--- config.mk ---
export PLATFORM = sky130hd
export DESIGN_NAME = mux_n_sel_reg
export DESIGN_NICKNAME = d
export VERILOG_FILES = /design/src/rtl/mux_n_sel_reg.sv
export SDC_FILE = /design/constraint.sdc
export NUM_CORES = 1
export LEC_CHECK = 0
export ABC_AREA = 1
export CORE_MARGIN = 8
export CORE_UTILIZATION = 42
export CTS_CLUSTER_SIZE = 40
export DETAILED_ROUTE_END_ITERATION = 8
export PLACE_DENSITY = 0.76
export SETUP_SLACK_MARGIN = 0.3
export SYNTH_ARGS = -nofsm -noshare
export SYNTH_HDL_FRONTEND = slang
export SYNTH_SLANG_ARGS = --single-unit
--- constraint.sdc ---
create_clock -name clk -period 2.05 [get_ports clk]
set_input_delay 0.205 -clock clk [delete_from_list [all_inputs] [get_ports clk]]
set_output_delay 0.205 -clock clk [all_outputs]
set_load 0.02 [all_outputs]
--- src/rtl/mux_n_sel_reg.sv ---
// Registered CH-input, W-bit multiplexer with manual select and round-robin auto-scan.
// Define MUX_PARITY_EN to add the registered even-parity output out_par.
module mux_n_sel_reg #(
    parameter  int CH    = 4,
    parameter  int W     = 8,
    parameter  int DWELL = 1,
    localparam int SELW  = (CH > 1) ? $clog2(CH) : 1
) (
    input  logic              clk,
    input  logic              rst_n,
    input  logic [CH*W-1:0]   in_data,
    input  logic [SELW-1:0]   sel,
    input  logic              mode,
    input  logic              en,
    output logic [W-1:0]      out_data,
    output logic [SELW-1:0]   out_sel,
`ifdef MUX_PARITY_EN
    output logic              out_par,
`endif
    output logic              out_valid
);

    localparam int              DWW     = (DWELL > 1) ? $clog2(DWELL) : 1;
    localparam logic [DWW-1:0]  DW_LAST = DWW'(DWELL - 1);
    localparam logic [SELW-1:0] CH_LAST = SELW'(CH - 1);
    localparam logic [SELW:0]   CH_NUM  = (SELW + 1)'(CH);

    typedef enum logic [1:0] {
        IDLE,
        MAN,
        SCAN
    } state_t;

    state_t          state_q, state_d;
    logic [SELW-1:0] chCnt_q, chCnt_d;
    logic [DWW-1:0]  dwCnt_q, dwCnt_d;
    logic [W-1:0]    outData_q, outData_d;
    logic [SELW-1:0] outSel_q, outSel_d;
    logic            outValid_q, outValid_d;
    logic            scanLast_q, scanLast_d;
`ifdef MUX_PARITY_EN
    logic            outPar_q, outPar_d;
`endif

    logic            resumeScan;
    logic [SELW-1:0] effCh;
    logic [DWW-1:0]  effDw;

    function automatic logic [W-1:0] pickChannel(input logic [CH*W-1:0] data,
                                                 input logic [SELW-1:0] idx);
        logic [W-1:0] r;
        r = '0;
        for (int k = 0; k < CH; k++) begin
            if (idx == SELW'(k)) begin
                r = data[k*W +: W];
            end
        end
        return r;
    endfunction

    // Scan resumes its frozen position only if the last active mode was scan;
    // any entry into scan coming from manual restarts at channel 0.
    assign resumeScan = (state_q == SCAN) || ((state_q == IDLE) && scanLast_q);

    always_comb begin
        state_d    = state_q;
        chCnt_d    = chCnt_q;
        dwCnt_d    = dwCnt_q;
        outData_d  = outData_q;
        outSel_d   = outSel_q;
        outValid_d = 1'b0;
        scanLast_d = scanLast_q;
        effCh      = chCnt_q;
        effDw      = dwCnt_q;

        if (!en) begin
            state_d = IDLE;
        end else if (!mode) begin
            state_d    = MAN;
            scanLast_d = 1'b0;
            outSel_d   = sel;
            if ({1'b0, sel} < CH_NUM) begin
                outData_d  = pickChannel(in_data, sel);
                outValid_d = 1'b1;
            end else begin
                outData_d  = '0;
                outValid_d = 1'b0;
            end
        end else begin
            state_d    = SCAN;
            scanLast_d = 1'b1;
            if (!resumeScan) begin
                effCh = '0;
                effDw = '0;
            end
            outData_d  = pickChannel(in_data, effCh);
            outSel_d   = effCh;
            outValid_d = 1'b1;
            if (effDw == DW_LAST) begin
                dwCnt_d = '0;
                chCnt_d = (effCh == CH_LAST) ? '0 : effCh + SELW'(1);
            end else begin
                dwCnt_d = effDw + DWW'(1);
                chCnt_d = effCh;
            end
        end
    end

`ifdef MUX_PARITY_EN
    always_comb begin
        outPar_d = outPar_q;
        if (en) begin
            outPar_d = ^outData_d;
        end
    end
`endif

    always_ff @(posedge clk or negedge rst_n) begin
        if (!rst_n) begin
            state_q    <= IDLE;
            chCnt_q    <= '0;
            dwCnt_q    <= '0;
            outData_q  <= '0;
            outSel_q   <= '0;
            outValid_q <= 1'b0;
            scanLast_q <= 1'b0;
`ifdef MUX_PARITY_EN
            outPar_q   <= 1'b0;
`endif
        end else begin
            state_q    <= state_d;
            chCnt_q    <= chCnt_d;
            dwCnt_q    <= dwCnt_d;
            outData_q  <= outData_d;
            outSel_q   <= outSel_d;
            outValid_q <= outValid_d;
            scanLast_q <= scanLast_d;
`ifdef MUX_PARITY_EN
            outPar_q   <= outPar_d;
`endif
        end
    end

    assign out_data  = outData_q;
    assign out_sel   = outSel_q;
    assign out_valid = outValid_q;
`ifdef MUX_PARITY_EN
    assign out_par   = outPar_q;
`endif

endmodule

==> results of run 1 <==
registers in the layout, indices dropped and copies added (netlist names):
| name | count |
|---|---|
| out_data | 8 |
| state_q | 2 |
| out_sel | 2 |
| chCnt_q | 2 |
| out_valid | 1 |
| scanLast_q | 1 |
cell families after synthesis:
kind of cell,after synthesis,share of synthesized area [%]
adders and majority gates,4,3.80
DFF,16,30.4
and+or+nand+nor,121,37.8
buffers and inverters,36,11.9
AOI/OAI and AO/OA,35,16.1
area by class of cell:
type                    instances  area [um^2]
clock buffers                   4         36.3
fillers                       298         1150
inverters                      27          101
multi-input cells             160          777
flip-flops and latches         16          400
well taps                      44         55.1
repair buffers                 51          503
worst paths after layout:
check	end	slack (ns)	cells past startpoint
setup / recovery	out_data[4]	0.47	9
hold / removal	out_data[3]	0.33	1
setup reg to reg	out_data[4]	0.47	9
hold reg to reg	chCnt_q[1]	0.49	2
max in group asynchronous	out_data[0]	1.29	1
min in group clk	chCnt_q[1]	0.49	2
cell usage in the layout, fill, tap and decap left out:
cell,count
ha_2,3
o211ai_1,2
a21oi_1,16
nor3_4,1
clkdlybuf4s50_1,48
nand3_1,24
ha_1,1
a21oi_2,8
o21a_1,1
dfrtp_1,16
nand2_1,67
inv_2,2
o21ai_0,7
nor2_1,25
inv_1,25
nor2_2,2
o21ai_1,1
buf_4,3
nand2_2,2
clkbuf_4,3
clkbuf_8,1
worst max-delay path, cell delays in order, from the launching register on:
cell and delay (ns):
dfrtp_1 0.39, nor2_2 0.18, nor2_1 0.07, nand2_1 0.13
inv_1 0.09, ha_2 0.28, a21oi_1 0.15, nand2_1 0.09
nand2_1 0.06, nand2_1 0.05
per-stage QoR:
stage | setup slack (ns) | total power [mW] | utilization, % | instance area (um^2)
2_1_floorplan | 0.507 | 0.677 | - | 1320
5_1_grt | 0.309 | 1.19 | 61.9 | 1870
3_5_place_dp | 0.336 | 0.896 | 60.1 | 1820
3_3_place_gp | 0.363 | 0.893 | 60.1 | 1820
4_1_cts | 0.341 | 1.10 | 61.3 | 1860
6_report | 0.473 | 1.11 | 61.9 | 1870
report_power, final:
group	switching (mW)	total (mW)	leakage, nW	internal (mW)
Combinational	0.280	0.513	0.722	0.234
Clock	0.101	0.209	0.0210	0.108
Sequential	0.0244	0.387	0.198	0.363
what timing repair did:
| item | in CTS | in global routing |
|---|---|---|
| resized for setup | 0 | 6 |
| hold buffers | 0 | 0 |
| endpoints found under the setup margin | 0 | 8 |
| hold endpoints to repair | 0 | 0 |
routing by layer:
metal / share of wire [%] / vias to the layer above / global-route usage [%]
met5: 0 / - / 0
met4: 1.5 / 0 / 6.12
met3: 7.9 / 5 / 2.07
met2: 44 / 67 / 21.5
met1: 47 / 631 / 19.9
li1: - / 758 / -
==> flow_summary.ini, run 1 <==
[setup_path]
crit_start = state_q[1]
crit_path_max_fanout = 16
critPathCaptureType = flip-flop
worst_r2r_startpoint = state_q[1]
worstPathRequired_ns = 2.24
critPathLaunchType = flip-flop
critical_path_arrival_ns = 1.77
worstSetupPathType = flip-flop to flip-flop

[synth]
netlist-cell-type-count = 19
synthDominantCellAreaShare_pct = 30.4
synth.top_cells.by_count = nand2_1, inv_1, nor2_1
netlist_instances = 212
average_cell_area_after_synthesis_um2 = 6.21
yosysTopAreaCell = dfrtp_1
synth-async-reset-ratio_pct = 100
most_common_cell_in_the_synthesized_netlist = nand2_1
synthTopCellsByArea = dfrtp_1, nand2_1, nand3_1, inv_1, nor2_1
synth_edf_count = 0
yosys_most_used_dff = dfrtp_1
synth_warnings = 0
synth_nets = 254
yosysSeqAreaShare_pct = 30.4
ys_ff_latch = 16
mappedNetlistArea_mm2 = 0.00132

[cells_and_area]
drive_above_1_share_pct = 9.69
antenna-diode-count = 0
instances_no_fill = 302
layout.nets = 301
layout-area-overhead-vs-synth_pct = 42.2

[sta]
final_report_max_slew_violation_count = 0
grt_setup_unrepaired = no
post-route-period-util_pct = 76.9
transition_time_at_the_pin_with_the_least_slew_margin_ns = 0.694
fin_worst_hold_slack_ns = 0.326
clock.fmax_ghz = 0.634
timing.final.setup_violations = 0
timing_hold_violations_final = 0
finalSetupTns_ns = 0
fin_worst_skew_ns = 0.00457
timing.slew.headroom_pct = 53.6
tmin_final_ns = 1.58

[die]
floorplan.rows = 20
floorplan.initialDensity_pct = 43.5
die_y_um = 72.0
die_w_um = 72.0
die_area_mm2 = 0.00519
ioPinCount = 49
core_area_mm2 = 0.00303

[grt]
first_pass_grt_wire_length_um = 6180
grt_use_total_pct = 14.4
initial_antenna_violation_count = 0
grt_overflow = 0
grt_start_max_net_pins = 17
number_of_global_route_vias_before_repair = 1380

[place]
detailedPlacementHpwl_um = 2950
portBuffers = 48
finalWeightedCongestion = 0.895
place.detailed.instances = 298

[clock_tree]
number_of_buffers_inserted_to_repair_setup_after_cts = 0
cts_max_path_buffers = 2
clockRootBuffer = clkbuf_4
tritoncts_num_sinks = 16
tritoncts = built
htree_num_levels = 1
clock_latency_ns = 0.29
clk_pin_slew_worst_paths_ns = 0.09
cts-buffers-inserted = 3

[routing]
routed_vias = 1461
drt_pre_antenna_iters = 4
drt-initial-drc-count = 106
detail_route.drc_violations = 0
post_drt_via_cell_ratio = 4.84
wl_per_cell_um = 12.2
drtAntennaViolNets = 0
finalWirelength_um = 3700

[power]
total_leakage_power_nw = 0.942
power_density_mw_per_mm2 = 593
vdd_ir_drop_max_v = 0.000279

[run]
timing.max_cap.violations = 0

[worst_hold_path]
worstHoldPathType = primary input to async pin

[run_status]
outcome = finished, final reports clean
No activity file was read; power rests on OpenSTA's default activity.
==> run 2: changes to the inputs <==
Settings changed: CORE_UTILIZATION 42 to 40.
Clock period 2.05 ns to 1.37 ns, I/O delays scaled along.
==> flow_summary.ini, run 2 (synthesis results as in run 1) <==
[run_status]
outcome = complete, but fails checks
violations = setup timing

[sta]
post-route-period-util_pct = 115
grt_setup_unrepaired = yes
fin_worst_skew_ns = 0.00769
final_report_max_slew_violation_count = 0
timing.final.setup_violations = 8
timing.slew.headroom_pct = 84.5
timing_hold_violations_final = 0
tmin_final_ns = 1.58
clock.fmax_ghz = 0.634
finalSetupTns_ns = -1.27
transition_time_at_the_pin_with_the_least_slew_margin_ns = 0.232
worst_slack_setup_final_ns = -0.206

[cells_and_area]
layout.nets = 318
layout.cells.most_common = nand2_1
layout-area-overhead-vs-synth_pct = 59.9
largest_reg_flops = 8
instances_no_fill = 321
drive_above_1_share_pct = 27.6
antenna-diode-count = 0
stdcell_area_mm2 = 0.00211
layout.cells.most_common_list = nand2_1, clkdlybuf4s50_1, nand3_1, nor2_1, inv_1

[routing]
drtAntennaViolNets = 0
detail_route.drc_violations = 0
drt-initial-drc-count = 164
routed_vias = 1540
post_drt_via_cell_ratio = 4.80
finalWirelength_um = 4460
drt_pre_antenna_iters = 4
wl_per_cell_um = 13.9

[setup_path]
crit_path_max_fanout = 6
slowest_delay_ns = 0.42
critPathLaunchType = flip-flop
timing.critical_path.max_delay_family = flip-flops
critical_path_arrival_ns = 1.76
worstSetupPathType = flip-flop to flip-flop
worstPathRequired_ns = 1.56
critPathCaptureType = flip-flop
worstPathBufferInverterCount = 3
critical_path_cell_sequence = nor2_4, nor3_4, buf_6, buf_6, ha_4, buf_6, a21oi_2, nand2_1, nand2_1, nand2_1
cp_slowest_cell = dfrtp_1

[power]
total_leakage_power_nw = 1.07
power_density_mw_per_mm2 = 857
sw_frac_of_total_pct = 38.7
comb_power_share_pct = 50.4
p_int_mw = 1.11
vdd_ir_drop_max_v = 0.000389
power_frac_seq_pct = 32.6
share_clk_of_total_power_pct = 17.1
p_switching_mw = 0.699

[place]
portBuffers = 48
place.detailed.instances = 312
detailedPlacementHpwl_um = 3200
postPlaceCellArea_mm2 = 0.00192
finalWeightedCongestion = 0.859
dp_slack_ns = -0.259

[die]
floorplan.initialDensity_pct = 40.4
die_area_mm2 = 0.00539
floorplan.rows = 21
die_w_um = 73.4
die_y_um = 73.4
ioPinCount = 49
core_area_mm2 = 0.00326

[clock_tree]
htree_num_levels = 1
clk_pin_slew_worst_paths_ns = 0.10
cts-buffers-inserted = 3
cts_max_path_buffers = 2
clock_latency_ns = 0.28
clockRootBuffer = clkbuf_4
holdBufCountCts = 0
tritoncts = built
tritoncts_num_sinks = 16

[grt]
initial_antenna_violation_count = 0
grt_start_max_net_pins = 17
first_pass_grt_wire_length_um = 7000
number_of_global_route_vias_before_repair = 1552
grt_overflow = 0
grt_use_total_pct = 16.3

[worst_hold_path]
worstHoldPathType = primary input to async pin

[run]
timing.max_cap.violations = 0
-- run 2: cell types whose count changed in the layout (fill, tap and decap cells not counted), moves of 9 or more --
cell / delta
a21oi_1: -9
a21oi_2: +9
buf_2: +10
buf_4: +10
clkdlybuf4s50_1: -11
nand2_1: -10
-- run 2: layout make-up --
class	count	area (um^2)
Sequential cell	16	400
Clock buffer	4	36.3
Inverter	27	109
Fill cell	328	1150
Tap cell	46	57.6
Multi-Input combinational cell	160	896
Timing Repair Buffer	68	608
-- run 2: timing repair --
action / CTS / global route
setup endpoints to repair: 20 / 20
gates cloned: 0 / 0
pin swaps: 17 / 9
hold endpoints to repair: 0 / 0
setup buffers: 4 / 1
gates resized for setup: 68 / 22
-- run 2: power groups by stage --
stage          Clock, mW  Combinational, mW  Sequential, mW
5_1_grt            0.335              0.999           0.595
4_1_cts            0.312              0.872           0.584
3_3_place_gp           0              0.783           0.588
3_5_place_dp           0              0.789           0.590
2_1_floorplan          0              0.366           0.655
6_report           0.308              0.910           0.588
-- run 2: final timing paths --
kind	from	end	slack, ns	cells past startpoint
max	scanLast_q	out_data[3]	-0.21	10
min	rst_n	out_data[2]	0.16	2
max reg2reg	scanLast_q	out_data[3]	-0.21	10
min reg2reg	out_sel[1]	out_sel[1]	0.52	2
max in group asynchronous	rst_n	chCnt_q[1]	1.02	2
min in group clk	en	out_valid	0.43	1
-- run 2: metal layers --
metal | up-vias | GRT usage (%) | routed length [um]
met3 | 2 | 3.00 | 267
met5 | - | 0 | 0
met4 | 0 | 5.32 | 31
met2 | 63 | 25.9 | 2090
met1 | 685 | 21.3 | 2070
li1 | 790 | - | -
-- run 2: per-stage QoR --
step	power, mW	util (%)	hold WS, ns
final	1.81	64.7	0.160
after global routing	1.93	64.7	0.177
after CTS	1.77	64.7	0.167
after detailed placement	1.38	58.9	0.474
after global placement	1.37	58.9	0.474
after floorplan	1.02	-	-0.159
==> run 3: changes to the inputs <==
Settings changed: CORE_MARGIN 8 to 2, CTS_CLUSTER_SIZE 40 to 20, GPL_TIMING_DRIVEN from default to 1.
==> flow_summary.ini, run 3 (synthesis results as in run 1) <==
[clock_tree]
clock_latency_ns = 0.30
cts-buffers-inserted = 3
clockRootBuffer = clkbuf_4
tritoncts = built
htree_num_levels = 1
tritoncts_num_sinks = 16
clk_pin_slew_worst_paths_ns = 0.10
cts_max_path_buffers = 2
holdBufCountCts = 0

[grt]
busiest_layer = met2
grt_overflow = 0
number_of_global_route_vias_before_repair = 1398
met3_use_gr_pct = 2.52
grt_use_total_pct = 22.6
initial_antenna_violation_count = 0
global_route.usage.met2_pct = 35.4
globalRouteMet1Util_pct = 32.6
first_pass_grt_wire_length_um = 6310
grt_start_max_net_pins = 17

[routing]
finalWirelength_um = 3990
post_drt_via_cell_ratio = 4.97
routed_vias = 1580
drt-initial-drc-count = 71
wl_per_cell_um = 12.6
drtAntennaViolNets = 0
detail_route.drc_violations = 0
drt_pre_antenna_iters = 4

[place]
finalWeightedCongestion = 0.923
detailedPlacementHpwl_um = 2940
place.detailed.instances = 309
portBuffers = 48

[run_status]
violations = setup timing
outcome = complete, but fails checks

[cells_and_area]
antenna-diode-count = 0
layout.cells.most_common = nand2_1
layout-area-overhead-vs-synth_pct = 54.7
final-seq-area_um2 = 400
largest_reg_flops = 8
multi_input_comb_area_um2 = 870
layout.nets = 317
fillerInstances = 293
instances_no_fill = 318
drive_above_1_share_pct = 24.5
layout.cells.most_common_list = nand2_1, clkdlybuf4s50_1, nor2_1, inv_1, nand3_1

[sta]
timing.final.setup_violations = 8
grt_setup_unrepaired = yes
timing_hold_violations_final = 0
finalSetupTns_ns = -0.995
final_report_max_slew_violation_count = 0
timing.slew.headroom_pct = 77.3
post-route-period-util_pct = 111
fin_worst_hold_slack_ns = 0.139
worst_slack_setup_final_ns = -0.149
fin_worst_skew_ns = 0.00871
clock.fmax_ghz = 0.658
transition_time_at_the_pin_with_the_least_slew_margin_ns = 0.340
tmin_final_ns = 1.52

[die]
floorplan.rows = 20
floorplan.initialDensity_pct = 42.5
die_area_mm2 = 0.00377
ioPinCount = 49
die_w_um = 61.4
die_y_um = 61.4
core_area_mm2 = 0.00310

[power]
vdd_ir_drop_max_v = 0.000371
power_density_mw_per_mm2 = 871
total_leakage_power_nw = 1.04

[setup_path]
worstSetupPathType = flip-flop to flip-flop
crit_path_max_fanout = 8
critPathLaunchType = flip-flop
critPathCaptureType = flip-flop
critical_path_arrival_ns = 1.72
worstPathRequired_ns = 1.58

[worst_hold_path]
worstHoldPathType = primary input to async pin

[run]
timing.max_cap.violations = 0
[run 3: cell count changes in the layout (fill, tap and decap cells not counted), moves of 4 or more]
cell     before  now
a21oi_1       7   12
a21oi_2      17   12
buf_4        13   18
buf_6         7    0
nand2_1      57   62
nand2_2      10    6
[run 3: stage by stage]
step | utilization (%) | area, um^2 | setup slack (ns) | power [mW]
after global routing | 65.7 | 2040 | -0.253 | 1.88
after floorplan | - | 1340 | -0.120 | 1.02
after detailed placement | 61.5 | 1910 | -0.258 | 1.38
final | 65.7 | 2040 | -0.149 | 1.78
after global placement | 61.5 | 1910 | -0.216 | 1.37
after CTS | 64.2 | 1990 | -0.101 | 1.72
[run 3: layout make-up]
| cell class | count | share of cell area, % |
|---|---|---|
| well taps | 44 | 2.70 |
| flip-flops and latches | 16 | 19.6 |
| multi-input cells | 160 | 42.7 |
| clock buffers | 4 | 1.78 |
| inverters | 27 | 4.97 |
| repair buffers | 67 | 28.2 |
[run 3: final timing paths]
check                             from          end  slack [ns]  depth (start not counted)
max                         state_q[0]  out_data[0]       -0.15                          9
min                              rst_n  out_data[0]        0.14                          2
min reg2reg                 chCnt_q[0]   chCnt_q[0]        0.50                          1
max reg2reg                 state_q[0]  out_data[0]       -0.15                          9
min in group clk           in_data[29]  out_data[5]        0.49                          5
max in group asynchronous        rst_n  out_data[3]        1.05                          2
[run 3: what timing repair did]
action,4_1_cts,5_1_grt
setup buffers,4,1
gates resized for setup,58,14
pin swaps,3,3
setup endpoints to repair,20,14
[run 3: worst max-delay path: stages (launching register included)]
cell and delay, ns:
dfrtp_1 0.43, nor3_4 0.29, inv_2 0.11, ha_4 0.21, nand3_1 0.09, nand2_1 0.05, nand2_1 0.07, nand2_1 0.06
nand2_1 0.06, nand2_1 0.05
[run 3: power breakdown]
part | switching, mW | total [mW] | internal, mW
Combinational | 0.481 | 0.862 | 0.380
Clock | 0.168 | 0.330 | 0.162
Sequential | 0.0410 | 0.584 | 0.543
[run 3: layer usage]
| metal | wire, um | part of all wire, % |
|---|---|---|
| met5 | 0 | 0 |
| met4 | 38 | 0.95 |
| met3 | 238 | 6.0 |
| met2 | 1850 | 46 |
| met1 | 1870 | 47 |
